## config.mk

```make
export PLATFORM = sky130hd
export DESIGN_NAME = inv_shift_rows_stage_flat
export DESIGN_NICKNAME = d
export VERILOG_FILES = /design/src/rtl/kc_aes_pkg.sv /design/src/rtl/inv_shift_rows_stage_if.sv /design/src/rtl/inv_shift_rows_perm.sv /design/src/rtl/inv_shift_rows_stage.sv /design/src/flat_wrapper.sv
export SDC_FILE = /design/constraint.sdc
export NUM_CORES = 1
export LEC_CHECK = 0
export BUFFER_PORTS_ARGS = -buffer_cell sky130_fd_sc_hd__buf_2
export CELL_PAD_IN_SITES_DETAIL_PLACEMENT = 2
export CELL_PAD_IN_SITES_GLOBAL_PLACEMENT = 2
export CORE_MARGIN = 10
export CORE_UTILIZATION = 42
export CTS_CLUSTER_SIZE = 25
export DETAILED_ROUTE_END_ITERATION = 16
export PLACE_DENSITY_LB_ADDON = 0.1
export SETUP_SLACK_MARGIN = 0.3
export SYNTH_ARGS = -nofsm -noshare
export SYNTH_HDL_FRONTEND = slang
export SYNTH_SLANG_ARGS = --single-unit
export TNS_END_PERCENT = 1
```

## constraint.sdc

```tcl
create_clock -name clk_i -period 7.4 [get_ports clk_i]
set_clock_uncertainty 0.05 [all_clocks]
set_input_delay 0.37 -clock clk_i [delete_from_list [all_inputs] [get_ports clk_i]]
set_output_delay 0.37 -clock clk_i [all_outputs]
set_load 0.02 [all_outputs]
```

## src/rtl/kc_aes_pkg.sv

```systemverilog
// Shared AES state types and row-permutation helpers used by both cipher directions.
package kc_aes_pkg;

    typedef logic [127:0] state_t;
    typedef logic [7:0]   byte_t;

    localparam int NB_ROWS = 4;
    localparam int NB_COLS = 4;

    // Column-major layout: byte(r,c) occupies state[byte_idx(r,c) -: 8].
    function automatic int byte_idx(input int r, input int c);
        return 127 - 8 * (NB_ROWS * c + r);
    endfunction

    function automatic state_t shift_rows(input state_t s);
        state_t o;
        o = '0;
        for (int r = 0; r < NB_ROWS; r++) begin
            for (int c = 0; c < NB_COLS; c++) begin
                o[byte_idx(r, c) -: 8] = s[byte_idx(r, (c + r) % NB_COLS) -: 8];
            end
        end
        return o;
    endfunction

    function automatic state_t inv_shift_rows(input state_t s);
        state_t o;
        o = '0;
        for (int r = 0; r < NB_ROWS; r++) begin
            for (int c = 0; c < NB_COLS; c++) begin
                o[byte_idx(r, c) -: 8] = s[byte_idx(r, (c - r + NB_COLS) % NB_COLS) -: 8];
            end
        end
        return o;
    endfunction

endpackage

```

## src/rtl/inv_shift_rows_stage_if.sv

```systemverilog
// Stream bundle of the InvShiftRows stage: input side, output side and status.
interface inv_shift_rows_stage_if;
    import kc_aes_pkg::*;

    state_t     state_i;
    logic       valid_i;
    logic       ready_o;
    state_t     state_o;
    logic       valid_o;
    logic       ready_i;
    logic       done_o;
    logic [3:0] level_o;
    logic       err_o;

    modport slave (
        input  state_i, valid_i, ready_i,
        output ready_o, state_o, valid_o, done_o, level_o, err_o
    );

    modport master (
        output state_i, valid_i, ready_i,
        input  ready_o, state_o, valid_o, done_o, level_o, err_o
    );

endinterface

```

## src/rtl/inv_shift_rows_perm.sv

```systemverilog
// Purely combinational InvShiftRows byte permutation (row r rotated right by r).
module inv_shift_rows_perm
    import kc_aes_pkg::*;
(
    input  state_t state_i,
    output state_t state_o
);

    assign state_o = inv_shift_rows(state_i);

endmodule

```

## src/rtl/inv_shift_rows_stage.sv

```systemverilog
// InvShiftRows valid/ready stage with a DEPTH-entry output FIFO.
// Optional feature macro: KC_ISR_SELFCHECK_EN (shadow raw-input buffer + forward-ShiftRows check).
module inv_shift_rows_stage
    import kc_aes_pkg::*;
#(
    parameter int DEPTH = 2
) (
    input  logic                    clk_i,
    input  logic                    rst_n,
    inv_shift_rows_stage_if.slave   s
);

    localparam int             PW    = $clog2(DEPTH);
    localparam logic [PW-1:0]  LAST  = PW'(DEPTH - 1);
    localparam logic [3:0]     FULL  = 4'(DEPTH);

    state_t         perm_w;
    state_t         buf_q [DEPTH];
    state_t         buf_d [DEPTH];
    logic [PW-1:0]  wr_ptr_q, wr_ptr_d;
    logic [PW-1:0]  rd_ptr_q, rd_ptr_d;
    logic [3:0]     level_q, level_d;
    logic           done_q, done_d;
    logic           push, pop;

    function automatic logic [PW-1:0] next_ptr(input logic [PW-1:0] p);
        return (p == LAST) ? '0 : p + 1'b1;
    endfunction

    inv_shift_rows_perm u_perm (
        .state_i (s.state_i),
        .state_o (perm_w)
    );

    // Handshakes qualify on registered level only, so ready_o/valid_o never see ready_i/valid_i.
    assign push = s.valid_i & (level_q != FULL);
    assign pop  = s.ready_i & (level_q != 4'd0);

    // NOTE: every always_comb output gets a default first, so no path can infer a latch.
    always_comb begin
        buf_d    = buf_q;
        wr_ptr_d = wr_ptr_q;
        rd_ptr_d = rd_ptr_q;
        level_d  = level_q;
        done_d   = pop;
        if (push) begin
            buf_d[wr_ptr_q] = perm_w;
            wr_ptr_d        = next_ptr(wr_ptr_q);
        end
        if (pop) begin
            rd_ptr_d = next_ptr(rd_ptr_q);
        end
        case ({push, pop})
            2'b10:   level_d = level_q + 4'd1;
            2'b01:   level_d = level_q - 4'd1;
            default: level_d = level_q;
        endcase
    end

    // NOTE: buffer entries are reset too, so state_o reads 0 straight out of reset.
    // NOTE: sequential state uses non-blocking assignments only.
    always_ff @(posedge clk_i or negedge rst_n) begin
        if (!rst_n) begin
            for (int i = 0; i < DEPTH; i++) begin
                buf_q[i] <= '0;
            end
            wr_ptr_q <= '0;
            rd_ptr_q <= '0;
            level_q  <= '0;
            done_q   <= 1'b0;
        end else begin
            buf_q    <= buf_d;
            wr_ptr_q <= wr_ptr_d;
            rd_ptr_q <= rd_ptr_d;
            level_q  <= level_d;
            done_q   <= done_d;
        end
    end

    assign s.ready_o = (level_q != FULL);
    assign s.valid_o = (level_q != 4'd0);
    assign s.state_o = buf_q[rd_ptr_q];
    assign s.done_o  = done_q;
    assign s.level_o = level_q;

`ifdef KC_ISR_SELFCHECK_EN
    state_t raw_q [DEPTH];
    state_t raw_d [DEPTH];
    logic   err_q, err_d;

    // Forward ShiftRows of the popped entry must reproduce the raw input it came from.
    always_comb begin
        raw_d = raw_q;
        if (push) begin
            raw_d[wr_ptr_q] = s.state_i;
        end
        err_d = err_q | (pop & (shift_rows(s.state_o) != raw_q[rd_ptr_q]));
    end

    always_ff @(posedge clk_i or negedge rst_n) begin
        if (!rst_n) begin
            for (int i = 0; i < DEPTH; i++) begin
                raw_q[i] <= '0;
            end
            err_q <= 1'b0;
        end else begin
            raw_q <= raw_d;
            err_q <= err_d;
        end
    end

    assign s.err_o = err_q;
`else
    assign s.err_o = 1'b0;
`endif

endmodule

```

## src/flat_wrapper.sv

```systemverilog
// flat-port wrapper written by rule: the top's interface ports become plain ports
module inv_shift_rows_stage_flat import kc_aes_pkg::*;
#(
    parameter int DEPTH = 2
)
  (clk_i, rst_n, s_state_i, s_valid_i, s_ready_i, s_ready_o, s_state_o, s_valid_o, s_done_o, s_level_o, s_err_o);
  inv_shift_rows_stage_if s_i ();
  input  logic clk_i;
  input  logic rst_n;
  input wire logic [$bits(s_i.state_i)-1:0] s_state_i;
  input wire logic [$bits(s_i.valid_i)-1:0] s_valid_i;
  input wire logic [$bits(s_i.ready_i)-1:0] s_ready_i;
  output wire logic [$bits(s_i.ready_o)-1:0] s_ready_o;
  output wire logic [$bits(s_i.state_o)-1:0] s_state_o;
  output wire logic [$bits(s_i.valid_o)-1:0] s_valid_o;
  output wire logic [$bits(s_i.done_o)-1:0] s_done_o;
  output wire logic [$bits(s_i.level_o)-1:0] s_level_o;
  output wire logic [$bits(s_i.err_o)-1:0] s_err_o;
  assign s_i.state_i = s_state_i;
  assign s_i.valid_i = s_valid_i;
  assign s_i.ready_i = s_ready_i;
  assign s_ready_o = s_i.ready_o;
  assign s_state_o = s_i.state_o;
  assign s_valid_o = s_i.valid_o;
  assign s_done_o = s_i.done_o;
  assign s_level_o = s_i.level_o;
  assign s_err_o = s_i.err_o;
  inv_shift_rows_stage #(.DEPTH(DEPTH)) u_core (.clk_i(clk_i), .rst_n(rst_n), .s(s_i));
endmodule
```

# ---- After elaboration in Yosys (flattened, before gate mapping)
# Index checks and enable logic that the tools add are counted.
dict set report totals {
  wordCells 32
  reg_bits 263
}
dict set report op_classes {
  muxes 9
  n_reduce_logical 3
  bitwise 4
  add_sub_neg 4
  order_cmp 3
  eq_ne 3
}
# op count
set ops {}
lappend ops {{128-bit 2-to-1 mux} 4}
lappend ops {{256-bit bitwise mux} 1}
lappend ops {{128-bit demux with 1-bit select} 1}
lappend ops {{4-bit one-hot mux with 2 select lines} 1}
lappend ops {{4-bit by 1-bit adder with 4-bit output (second input constant)} 1}
lappend ops {{2-bit >= comparator (second input constant)} 2}
lappend ops {{4-bit by 2-bit inequality test with 1-bit output (second input constant)} 1}
lappend ops {{1-bit inverter with 2-bit output} 2}
lappend ops {{4-bit nonzero test} 1}
lappend ops {{4-bit by 1-bit subtractor with 4-bit output (second input constant)} 1}
lappend ops {{1-bit adder (second input constant)} 2}
lappend ops {{1-bit AND} 2}
lappend ops {{2-bit by 1-bit == test with 1-bit output (second input constant)} 1}
lappend ops {{2-bit == test (second input constant)} 1}
lappend ops {{2-bit by 1-bit < comparator with 1-bit output (second input constant)} 1}
lappend ops {{1-bit 2-to-1 mux} 2}
lappend ops {{2-bit nonzero test} 1}
lappend ops {{1-bit logical AND} 1}

# ---- Logic depth before layout (Yosys ltp)
dict set report logic_depth {
  word_depth 6
  depth_mapped 11
}

# ---- By module
# From an unflattened synthesis, not the netlist that was laid out.
dict set report unflattened {
  hier_cells 859
  hier_area_um2 13068.8
}
# module cells_each instances area_per_inst_um2
set by_module_without_submodules {}
lappend by_module_without_submodules {inv_shift_rows_stage 731 1 12107.9}
lappend by_module_without_submodules {inv_shift_rows_perm 128 1 960.9}

# ---- Worst setup path after synthesis
# Ideal clock, no wire load.
dict set report synth_timing {
  path_type {reg2reg}
  from {register u_core.level_q[1], in the netlist u_core.s.level_o[1]}
  to {register u_core.level_q[2], in the netlist u_core.s.level_o[2]}
  arrival_time_ns 2.698
  setup_slack_ns 4.565
  required_time_ns 7.263
  stages_incl_launch_ff 12
  setup_time_ns 0.087
  period_less_slack_ns 2.835
  path_cell_list {dfrtp_1 -> buf_4 -> or4_1 -> nand2_1 -> inv_1 -> ha_1 -> clkbuf_1 -> xor2_1 -> ha_1 -> a31oi_1 -> or4_1 -> o211ai_1}
}
dict set report synth_between {
  elab_chain_len 4
  word_cells_on_any_way 10
}
# item line_no
set synth_lines {}
lappend synth_lines {{from (decl)} inv_shift_rows_stage.sv:22} ;# logic [3:0] level_q, level_d;
lappend synth_lines {{from (signal assigned)} inv_shift_rows_stage.sv:75} ;# level_q <= level_d;
lappend synth_lines {{4-bit nonzero test *} n/a}
lappend synth_lines {{named net s_valid_o} flat_wrapper.sv:15} ;# output wire logic [$bits(s_i.valid_o)-1:0] s_valid_o;
lappend synth_lines {{1-bit AND *} inv_shift_rows_stage.sv:37} ;# assign pop = s.ready_i & (level_q != 4'd0);
lappend synth_lines {{named net u_core.done_d} inv_shift_rows_stage.sv:23} ;# logic done_q, done_d;
lappend synth_lines {{2-bit by 1-bit == test with 1-bit output / 2-bit == test (equally long branches)} inv_shift_rows_stage.sv:53} ;# case ({push, pop})
lappend synth_lines {{4-bit one-hot mux with 2 select lines / 2-bit nonzero test (equally long branches)} n/a}
# The timed path passes the listed nets; every way through them passes the cells marked *.
# A chain may end at the register's enable or synchronous reset.

# ---- Worst setup path in the final report
dict set report layout_timing {
  from {register u_core.rd_ptr_q}
  to {output s_state_o[35]}
}
dict set report layout_between {
  elab_chain_len 4
}
# item line_no
set layout_lines {}
lappend layout_lines {{from (decl)} inv_shift_rows_stage.sv:21} ;# logic [PW-1:0] rd_ptr_q, rd_ptr_d;
lappend layout_lines {{from (signal assigned)} inv_shift_rows_stage.sv:74} ;# rd_ptr_q <= rd_ptr_d;
lappend layout_lines {{1-bit inverter with 2-bit output (not written as such)} inv_shift_rows_stage.sv:82} ;# assign s.state_o = buf_q[rd_ptr_q];
lappend layout_lines {{128-bit 2-to-1 mux (not written as such) (3 in series)} inv_shift_rows_stage.sv:82}
lappend layout_lines {{to (decl)} flat_wrapper.sv:14} ;# output wire logic [$bits(s_i.state_o)-1:0] s_state_o;
# Every way passes these cells. The select of a mux whose other input is x is not followed.

==> results_dict.tcl <==
set metrics [dict create \
    outcome "finished, final reports clean" \
    initial_core_util_pct 42.4 \
    cts_tree "done" \
    num_vias 7105 \
    pre_cts_slack_ns 4.37 \
    cts_sinks 263 \
    swShare_pct 37.2 \
    synth_top_area_share_pct 54.4 \
    htreeDepth 1 \
    grt_max_degree 125 \
    fmax_mhz 283 \
    synthFlopType "dfrtp_1" \
    intPower_mw 4.93 \
    comb_power_share_pct 47.6 \
    cts_root_buffer "clkbuf_16" \
    slew_headroom_pct 34.0 \
    cp.required_ns 6.98 \
    avgRoutedWirePerCell_um 22.9 \
    antenna_found_initial 9 \
    port_buffers 266 \
    worstMarginPinSlew_ns 0.989 \
    gp_congestion 0.751 \
    cts_buffers 30 \
    finalCritPeriodShare_pct 47.8 \
    synth_fp_nets 865 \
    reg2reg_slack_ns 4.50 \
    synth_area_leaders "dfrtp_1 (54%), mux2_2 (25%), mux2_4 (15%), buf_12 (1.8%), buf_6 (1.3%)" \
    synth.largest_area_cell "dfrtp_1" \
    worst_ep_arrival_time_ns 3.12 \
    hold_viol 0 \
    dpl_cell_area_um2 13500 \
    post_cts.repair.setup_buffers 0 \
    hp-class "in -> reg" \
    final_area_um2 14700 \
    cap_viol_max_count 0 \
    dp_hpwl_mm 21.5 \
    die_area_um2 36000 \
    tns_ns 0 \
    leakage_nw 6.80 \
    firstDrtPassIters 4 \
    p_seq_share_pct 34.5 \
    synth-edff-count 0 \
    core_um2 28500 \
    drt-vias-per-instance 5.02 \
    drtIter0Drc 245 \
    yosysSeqAreaShare_pct 54.4 \
    slowest_stage "dfrtp_4" \
    period_minus_slack_ns 3.54 \
    finalWorstSetupSlack_ns 3.86 \
    clk_pin_slew_ns 0.06 \
    cp_slowest_stage_delay_ns 1.02 \
    start_kind "flop" \
    endpoint_kind "output port" \
    track_usage_pct 17.8 \
    worstPathCellList "buf_4 -> mux2_2 -> buf_2" \
    area_delta_synth_final_pct 21.2 \
    layout-drive-gt1-share_pct 68.6 \
    timing.hold.ws_ns 0.0264 \
    ys_async_sr_fraction_pct 100 \
    crit_family "flip-flops" \
    pwr-share-clk_pct 18.0 \
    setup_viol 0 \
    drt_wl_total_mm 32.5 \
    final_antenna_net_count 0 \
    clk_path_buf_depth 3 \
    synth_cells 731 \
    crit_path_max_fanout 66 \
    synth_cell_types 27 \
    critPathKind "reg -> out" \
    ctsHoldBuffers 20 \
    syn_area_um2 12100 \
    grt_pass1_vias 8405 \
    die_y_um 190 \
    switchingPower_mw 2.92 \
    cts_resized 0 \
    irDropWorstVdd_uv 248 \
    row_count 62 \
    yosys_warnings 0 \
    remaining_drc_errors 0 \
    grt_first_pass_wirelength_mm 51.0 \
    die_w_um 190 \
    ys_ff_latch 263 \
    avgSynthCellArea_um2 16.6 \
    nNetsFinal 1142 \
    rsz0062_at_grt "false" \
    maxSlewViolCount 0 \
    path_buf_inv 2 \
    layout.cells.non_filler 1416 \
    worstSkewPairLatency_ns 0.54 \
    place_inst 1340 \
    powerDensity_nw_per_um2 535 \
    num_io_pins 268 \
    grt.overflow.total 0 \
]
-- Yosys cell counts (3+ instances only) --
master,instances
buf_12,11
buf_4,6
buf_6,14
clkbuf_1,16
dfrtp_1,263
mux2_2,266
mux2_4,120
nand2_1,3
nand3_1,3
nor3b_1,3
xnor2_1,3
-- final timing paths --
| kind | startpoint | to | cells after the start |
|---|---|---|---|
| worst max-delay path | u_core.rd_ptr_q$_DFFE_PN0N_ | s_state_o[35] | 3 |
| max in group asynchronous | rst_n | u_core.rd_ptr_q$_DFFE_PN0N_ | 3 |
| worst max register to register | u_core.s.level_o[1]$_DFFE_PN0P_ | u_core.buf_q[132]$_DFFE_PN0P_ | 5 |
| min in group asynchronous | rst_n | u_core.buf_q[168]$_DFFE_PN0P_ | 2 |
| worst min register to register | u_core.buf_q[85]$_DFFE_PN0P_ | u_core.buf_q[85]$_DFFE_PN0P_ | 1 |
| worst min-delay path | s_state_i[7] | u_core.buf_q[167]$_DFFE_PN0P_ | 2 |
-- power groups by stage --
stage	sequential (mW)	combinational [mW]	clock, mW
CTS	2.70	3.81	1.46
finish	2.70	3.73	1.41
global placement	2.68	3.68	0
global route	2.81	4.00	1.53
floorplan	2.46	2.95	0
detailed placement	2.70	3.77	0
-- flip-flops by register name, summed over array words and instances (netlist names) --
name / cells
u_core.buf_q: 256
u_core.s.level_o: 4
u_core.s.done_o: 1
u_core.rd_ptr_q: 1
u_core.wr_ptr_q: 1
-- worst register-to-register path: stages, from the launching register on --
cell     delay (ns)
dfrtp_1        0.48
or4b_4         0.29
nand2_4        0.08
nor2_4         0.65
buf_12         0.73
mux2_2         0.50
-- through the flow --
stage | util (%) | power, mW
after global routing | 51.4 | 8.33
after floorplan | - | 5.41
after CTS | 51.4 | 7.97
after detailed placement | 47.4 | 6.47
final | 51.4 | 7.85
after global placement | 47.4 | 6.36
-- metal layers --
metal  track usage (%)  vias to the layer above  routed length [µm]
met4              4.09                        6                 666
met2              30.5                      179               16400
li1                  -                     3177                   -
met5                 0                        -                  47
met1              21.8                     3695               13600
met3              4.82                       48                1780
-- area by class of cell --
cell class / instances / area (µm²)
Timing Repair Buffer: 292 / 1600
Clock buffer: 48 / 920
Multi-Input combinational cell: 419 / 5050
Tap cell: 384 / 480
Antenna cell: 5 / 12.5
Inverter: 2 / 7.51
Fill cell: 2737 / 13900
Clock inverter: 3 / 15.0
Sequential cell: 263 / 6590
-- cell usage in the layout (no fill, tap or decap), types with 3 or more instances in the layout --
cell type / count
buf_2: 265
buf_4: 5
clkbuf_1: 9
clkbuf_16: 31
clkbuf_8: 8
clkinv_2: 3
dfrtp_1: 262
diode_2: 5
dlygate4sd3_1: 20
mux2_2: 266
mux2_4: 120
nand2_1: 3
nor3b_1: 3
xnor2_1: 3
-- cell families after synthesis --
logic type      after synthesis  synth area share [%]
other cells                   1                0.0310
compound gates                6                 0.320
mux                         387                  39.7
flops                       263                  54.4
buf+inv                      49                  4.05
xor+xnor                      5                 0.362
simple gates                 18                 0.971
fa+ha+maj                     2                 0.207
(Power assumes the default switching activity.)
